$ cat src/rtl/vbuffer_fetch_ctrl.sv
// Ping-pong fill scheduler for the pixel line buffer: fetches one scan line into the free half and steps the read pointer.
// Define VBUF_FETCH_UNDERRUN_EN to add the sticky Underrun flag output.
module vbuffer_fetch_ctrl #(
    parameter int AWIDTH      = 3,
    parameter int BPP         = 6,
    parameter int MAWIDTH     = 16,
    parameter int LINE_PIXELS = 640
) (
    input  logic               Clk,
    input  logic               Reset,
    input  logic               FrameStart,
    input  logic               LineStart,
    input  logic               Active,
    input  logic               PixelEn,
    output logic               MemReq,
    output logic [MAWIDTH-1:0] MemAddr,
    input  logic               MemAck,
    input  logic [BPP-1:0]     MemData,
    output logic               BufWrite,
    output logic [AWIDTH-1:0]  BufWriteAddress,
    output logic [BPP-1:0]     BufData,
    output logic [AWIDTH-1:0]  BufReadAddress,
    output logic               BufBlank
`ifdef VBUF_FETCH_UNDERRUN_EN
    ,
    output logic               Underrun
`endif
);

    // state | meaning
    // IDLE  | no request outstanding; waits for pixels left to fetch and a free fill half
    // REQ   | MemReq high at MemAddr; each ack writes one pixel into the fill half
    // DRAIN | request abandoned by LineStart; waits for its ack and discards the data

    localparam int HALF   = 2 ** (AWIDTH - 1);
    localparam int RWIDTH = $clog2(LINE_PIXELS + 1);
    localparam int WWIDTH = AWIDTH - 1;

    typedef enum logic [1:0] {
        S_IDLE  = 2'd0,
        S_REQ   = 2'd1,
        S_DRAIN = 2'd2
    } state_t;

    state_t              state, state_nxt;
    logic [MAWIDTH-1:0]  mem_addr;
    logic [MAWIDTH-1:0]  line_base;
    logic [MAWIDTH-1:0]  line_base_sel;
    logic [1:0]          valid, valid_nxt;
    logic [AWIDTH-1:0]   read_ptr;
    logic                fill_half;
    logic [WWIDTH-1:0]   word_cnt;
    logic [RWIDTH-1:0]   remaining;
    logic [RWIDTH-1:0]   read_left;
    logic                ack_fill;
    logic                last_word;
    logic                rd_half;
    logic                rd_avail;
    logic                consume;
    logic                half_end;

    assign ack_fill      = (state == S_REQ) && MemAck && !LineStart;
    assign last_word     = (word_cnt == WWIDTH'(HALF - 1)) || (remaining == RWIDTH'(1));
    assign rd_half       = read_ptr[AWIDTH-1];
    // read_left stops the display at the line end, so slots past a partial last half blank
    assign rd_avail      = valid[rd_half] && (read_left != '0);
    assign consume       = PixelEn && Active && rd_avail;
    assign half_end      = &read_ptr[AWIDTH-2:0];
    assign line_base_sel = FrameStart ? '0 : line_base;

    assign MemReq          = (state != S_IDLE);
    assign MemAddr         = mem_addr;
    assign BufWrite        = ack_fill;
    assign BufWriteAddress = {fill_half, word_cnt};
    assign BufData         = MemData;
    assign BufReadAddress  = read_ptr;
    assign BufBlank        = !Active || !rd_avail;

    always_comb begin
        state_nxt = state;
        case (state)
            S_IDLE:  if ((remaining != '0) && !valid[fill_half]) state_nxt = S_REQ;
            S_REQ:   if (MemAck && last_word) state_nxt = S_IDLE;
            S_DRAIN: if (MemAck) state_nxt = S_IDLE;
            default: state_nxt = S_IDLE;
        endcase
        // an unacked request cannot be withdrawn, so a new line parks it in DRAIN
        if (LineStart) begin
            state_nxt = ((state != S_IDLE) && !MemAck) ? S_DRAIN : S_IDLE;
        end
    end

    always_ff @(posedge Clk) begin
        if (Reset) state <= S_IDLE;
        else       state <= state_nxt;
    end

    always_comb begin
        valid_nxt = valid;
        if (ack_fill && last_word) valid_nxt[fill_half] = 1'b1;
        if (consume && half_end)   valid_nxt[rd_half]   = 1'b0;
    end

    always_ff @(posedge Clk) begin
        if (Reset) begin
            mem_addr  <= '0;
            line_base <= '0;
            valid     <= 2'b00;
            read_ptr  <= '0;
            fill_half <= 1'b0;
            word_cnt  <= '0;
            remaining <= '0;
            read_left <= '0;
        end else if (LineStart) begin
            mem_addr  <= line_base_sel;
            line_base <= line_base_sel + MAWIDTH'(LINE_PIXELS);
            valid     <= 2'b00;
            read_ptr  <= '0;
            fill_half <= 1'b0;
            word_cnt  <= '0;
            remaining <= RWIDTH'(LINE_PIXELS);
            read_left <= RWIDTH'(LINE_PIXELS);
        end else begin
            if (FrameStart) line_base <= '0;
            valid <= valid_nxt;
            if (ack_fill) begin
                mem_addr  <= mem_addr + MAWIDTH'(1);
                remaining <= remaining - RWIDTH'(1);
                if (last_word) begin
                    word_cnt  <= '0;
                    fill_half <= !fill_half;
                end else begin
                    word_cnt  <= word_cnt + WWIDTH'(1);
                end
            end
            if (consume) begin
                read_ptr  <= read_ptr + AWIDTH'(1);
                read_left <= read_left - RWIDTH'(1);
            end
        end
    end

`ifdef VBUF_FETCH_UNDERRUN_EN
    logic underrun_cond;

    assign underrun_cond = PixelEn && Active && !rd_avail &&
                           ((remaining != '0) || (state != S_IDLE));

    always_ff @(posedge Clk) begin
        if (Reset || LineStart)  Underrun <= 1'b0;
        else if (underrun_cond)  Underrun <= 1'b1;
    end
`endif

endmodule

$ cat config.mk
export PLATFORM = sky130hd
export DESIGN_NAME = vbuffer_fetch_ctrl
export DESIGN_NICKNAME = d
export VERILOG_FILES = /design/src/rtl/vbuffer_fetch_ctrl.sv
export SDC_FILE = /design/constraint.sdc
export NUM_CORES = 1
export LEC_CHECK = 0
export ABC_AREA = 1
export BUFFER_PORTS_ARGS = -buffer_cell sky130_fd_sc_hd__buf_2
export CORE_ASPECT_RATIO = 1.4
export CORE_UTILIZATION = 35
export CTS_BUF_LIST = sky130_fd_sc_hd__clkbuf_4
export CTS_CLUSTER_DIAMETER = 40
export CTS_CLUSTER_SIZE = 20
export DETAILED_ROUTE_END_ITERATION = 10
export PLACE_DENSITY = 0.52
export SYNTH_ARGS = -nofsm -noshare
export SYNTH_HDL_FRONTEND = slang
export SYNTH_SLANG_ARGS = --single-unit
$ cat constraint.sdc
create_clock -name Clk -period 2.1 [get_ports Clk]
set_clock_uncertainty 0.15 [all_clocks]
set_input_delay 0.105 -clock Clk [delete_from_list [all_inputs] [get_ports Clk]]
set_output_delay 0.105 -clock Clk [all_outputs]
set_load 0.005 [all_outputs]
# Word-level counts from Yosys, hierarchy flattened
# Cells that the tools add are included.
dict set report word_totals {
  register_bits 62
  in_bits 13
  output_inout_bits 31
  word_cells 86
}
dict set report op_classes {
  addsub 6
  order_cmp 4
  n_eq_ne 7
  n_mux 25
  bitwise 3
  reduce_logical 30
}
# operator n
set op_table {}
lappend op_table {{2-to-1 mux 16 bit} 4}
lappend op_table {{2-to-1 mux 10 bit} 4}
lappend op_table {{nonzero test 10 bit} 2}
lappend op_table {{subtractor 10 x 1 -> 10 bit (second input constant)} 2}
lappend op_table {{adder 16 x 1 -> 16 bit (second input constant)} 1}
lappend op_table {{adder 16 x 10 -> 16 bit (second input constant)} 1}
lappend op_table {{2-to-1 mux 2 bit} 8}
lappend op_table {{logical AND 1 bit} 12}
lappend op_table {{== test 10 x 1 -> 1 bit (second input constant)} 1}
lappend op_table {{logical NOT 1 bit} 6}
lappend op_table {{2-to-1 mux 1 bit} 6}
lappend op_table {{inequality test 3 bit (second input constant)} 2}
lappend op_table {{case mux 2 bit (3 select lines)} 1}
lappend op_table {{nonzero test 2 bit} 3}
lappend op_table {{== test 2 bit (second input constant)} 2}
lappend op_table {{< comparator 1 x 2 -> 1 bit (second input constant)} 2}
lappend op_table {{AND reduction 2 bit} 2}
lappend op_table {{adder 3 x 1 -> 3 bit (second input constant)} 1}
lappend op_table {{inequality test 3 x 2 -> 1 bit (second input constant)} 1}
lappend op_table {{AND reduction 3 bit} 1}
lappend op_table {{adder 2 x 1 -> 2 bit (second input constant)} 1}
lappend op_table {{bitwise AND 2 bit} 1}
lappend op_table {{demux 1 bit (select 1 bit)} 2}
lappend op_table {{== test 2 x 1 -> 1 bit (second input constant)} 1}
lappend op_table {{6 further kinds} 8}

# Logic depth before layout (Yosys ltp)
dict set report depth {
  word_depth 8
  mapped_depth 12
  ltp_nobuf 11
}

# Least setup slack after synthesis
# No wires, ideal clock.
dict set report synth_path {
  kind {register to register}
  from {register read_left[0]}
  to {register read_left[4]}
  setup_ps 114
  t_arrival_ps 1292
  required_ps 1836
  path_slack_ps 544
  path_stages_with_launch 12
  path_buffers 1
  synth_period_minus_slack_ps 1556
  cell_sequence {dfxtp_1 inv_1 ha_1 nand2_2 inv_2 nand2_2 nand2_4 nor2_4 buf_6 nand2_2 nor2_1 nor2_2}
}
dict set report synth_via {
  elab_chain_cells 3
  word_cells_on_any_way 4
  cone_classes {add/sub: 1; reduce/logical: 3}
}
# element line
set synth_rtl {}
lappend synth_rtl {{start: declaration} 54} ;# logic [RWIDTH-1:0] read_left;
lappend synth_rtl {{start signal: assignment} 122} ;# read_left <= RWIDTH'(LINE_PIXELS);
lappend synth_rtl {{start signal: assignment} 138} ;# read_left <= read_left - RWIDTH'(1);
lappend synth_rtl {{parallel branches: the longest is 3 deep, another holds subtractor 10 x 1 -> 10 bit} n/a}
# Parallel ways; which one is timed is not known.
# A chain may end at the register's enable or synchronous reset.

# Worst setup path in the final report
dict set report layout_path {
  from {input LineStart}
  to {output BufWrite}
}
dict set report layout_via {
  elab_chain_cells 2
}
# element line
set layout_rtl {}
lappend layout_rtl {{start: declaration} 12} ;# input logic LineStart,
lappend layout_rtl {{logical NOT 1 bit} 62} ;# assign ack_fill = (state == S_REQ) && MemAck && !LineStart;
lappend layout_rtl {{logical AND 1 bit} 62}
lappend layout_rtl {{end: declaration} 19} ;# output logic BufWrite,
# Every way passes these cells.

==> run summary <==
Syn_area_per_cell - 6.88 um^2
Max-Cap Viols - 0
CP Class - in2out
Largest net degree at the start of global routing - 17
Reg-to-reg endpoint - valid[1]
Design Power - 2180 uW
Unrepaired setup endpoints after global routing - no
Vias in the first global route - 2,932
Die area - 10,000 um^2
Power Dens Cells - 587 nW/um^2
Die Height - 118 um
Effective utilization at floorplan - 0.357
Routed Antenna Nets - 0
Clk buf depth - 2
GPL Wtd Cong - 0.857
Run status - complete, but fails checks
DR vias/cell - 4.87
GRT Total Usage - 0.177
Cell Rows - 42
GR Util met2 - 0.324
H-tree depth - 3
DRC violations left - 2
Seq cells post-synth - 62
Syn Std Cell Area - 3360 um^2
CTS root buf - clkbuf_4
Violated checks - design-rule violations
Peak fanout along the critical path - 15
Slew Viols, Final - 0
Fin util - 0.394
Area leader, netlist - dfxtp_1
Post-DP HPWL - 5990 um
Worst endpoint data arrival time - 1.62 ns
Reg2reg start - read_left[0]
Post-DR wirelength/cell - 12.9 um
Synthesized instance count - 489
First-pass GRT wire length - 13,600 um
Reg2Reg Depth - 10
Post-synth top area share - 0.369
Fill cell count - 1,005
Setup-failing EPs final - 0
Port Buffers - 31
CTS Sinks - 62
CTS tree - built
Clk_lat worst skew - 0.42 ns
Footprint of the multi-input gates - 1700 um^2
Initial antenna violation count - 1
GR Util met1 - 0.193
Max Fclk - 533 MHz
Setup TNS - 0 ns
Period utilisation layout - 0.893
CTS buffer count - 9
CP required - 1.85 ns
Endpoints failing hold - 0
Core area - 9410 um^2
Syn-to-layout area delta - 10.2%
Vias - 3,099
Register area - 1240 um^2
Synth cell types - 35
Drt pass-1 iters - 7
Share of layout cells above drive strength 1 - 0.166
Max transition margin - 0.673
Hold Crit Depth - 0
Grt ovf - 0
Met3 Usage GRT - 0.0288
DRT Wirelength - 8230 um
Synthesized Nets - 510
LEAKAGE - 0.00157 uW
Sequential area share after synthesis - 0.369
NumNets Final - 541
Setup repair bufs after CTS - 0
Top post-synthesis cells by area - dfxtp_1 (37%), nand2_1 (10%), nor2_1 (7.5%)
Hold Crit Start - MemData[1]
Syn. warnings - 0
DR iter-0 viols - 151
Setup crit end kind - output pin
Die Wd - 84.8 um
Crit path time final - 1.88 ns
Worst Max-Slew Pin Slew - 0.490 ns
Ports - 44
WHS Endpoint - BufData[1]
Crit start category - input pin
R2R Setup Slk - 0.26 ns
HP Class - in2out
Max VDD drop - 304 uV
GR peak layer - met2
logic make-up after synthesis:
family | Yosys count | share of synthesized area
xor gates and xnor gates | 8 | 0.0208
AOI/OAI and AO/OA | 97 | 0.156
and+or+nand+nor | 224 | 0.300
DFF | 62 | 0.369
adders and majority gates | 8 | 0.0298
buffers and inverters | 90 | 0.124
per-layer routing:
layer | vias to the layer above | wire length, um
li1 | 1622 | -
met1 | 1406 | 3450
met2 | 59 | 4290
met3 | 12 | 313
met4 | 0 | 169
met5 | - | 0
how the worst max path moves through the flow:
stage                 start           endpoint  cells past startpoint
2_1_floorplan  read_left[0]       read_left[4]                     11
3_3_place_gp   read_left[0]  BufReadAddress[2]                     10
3_5_place_dp   read_left[0]           valid[1]                     10
4_1_cts           LineStart           BufWrite                      6
5_1_grt        read_left[0]           valid[0]                     10
6_report          LineStart           BufWrite                      6
flip-flops by register name, indices dropped and copies added (netlist names):
name and cells:
BufReadAddress 3, valid 2, state 2, line_base 16, MemAddr 16, word_cnt 2, read_left 10, remaining 10
fill_half 1
worst max-delay path, cell delays in order:
cell           delay [ns]
dlygate4sd3_1        0.53
buf_2                0.23
nor3_4               0.22
nand2_2              0.08
inv_2                0.27
buf_2                0.18
where the power goes:
| group | internal, uW | switching, uW |
|---|---|---|
| clock network | 287 | 421 |
| registers | 1200 | 24.6 |
| logic | 84.2 | 156 |
synthesized netlist by cell type, drive strengths merged:
master    n
a31oi     3
dfxtp    62
nand2   104
o22ai     8
nor3      7
buf      17
nand4     7
o21a      1
nor2     78
ha        8
o21ai    40
clkbuf    6
or2       3
nand3    24
xnor2     2
xor2      6
a21oi    42
nor3b     1
inv      67
o21bai    3
cell usage in the layout, fill, tap and decap left out, types with 3 or more instances in the layout:
cell type / instances
xor2_1: 6
o21ai_0: 31
ha_1: 8
nand3_1: 21
o22ai_1: 8
dlygate4sd3_1: 6
nand2_1: 93
buf_2: 31
buf_4: 6
a21oi_1: 40
nand3_2: 3
clkbuf_4: 13
nand2_2: 10
inv_1: 63
nor2_1: 67
o21ai_1: 8
nor2_2: 10
nor3_1: 5
dfxtp_1: 62
nand4_1: 7
inv_2: 4
a31oi_1: 3
clkinv_1: 3
timing repair:
action,4_1_cts,5_1_grt
gates resized for setup,0,0
endpoints found under the hold margin,26,0
hold buffers,6,0
setup endpoints to repair,0,0
per-stage QoR:
| step | hold slack, ns | area, um^2 | setup slack (ns) | instances |
|---|---|---|---|---|
| 6_report | 0.0600 | 3710 | 0.225 | 636 |
| 5_1_grt | 0.0600 | 3710 | 0.0671 | 636 |
| 4_1_cts | 0.0469 | 3700 | 0.208 | 635 |
| 3_5_place_dp | 0.0600 | 3530 | 0.278 | 613 |
| 3_3_place_gp | 0.0600 | 3530 | 0.331 | 613 |
| 2_1_floorplan | 0.130 | 3360 | 0.544 | 489 |
layout make-up:
class                      count  area share
antenna                        1    0.000675
clock buffer                  13      0.0263
clock inverter                 3     0.00304
inverter                      67      0.0679
multi-input combinational    337       0.460
sequential                    62       0.335
tap                          110      0.0371
timing repair buffer          43      0.0702
Power figures use the tool's default switching activity.
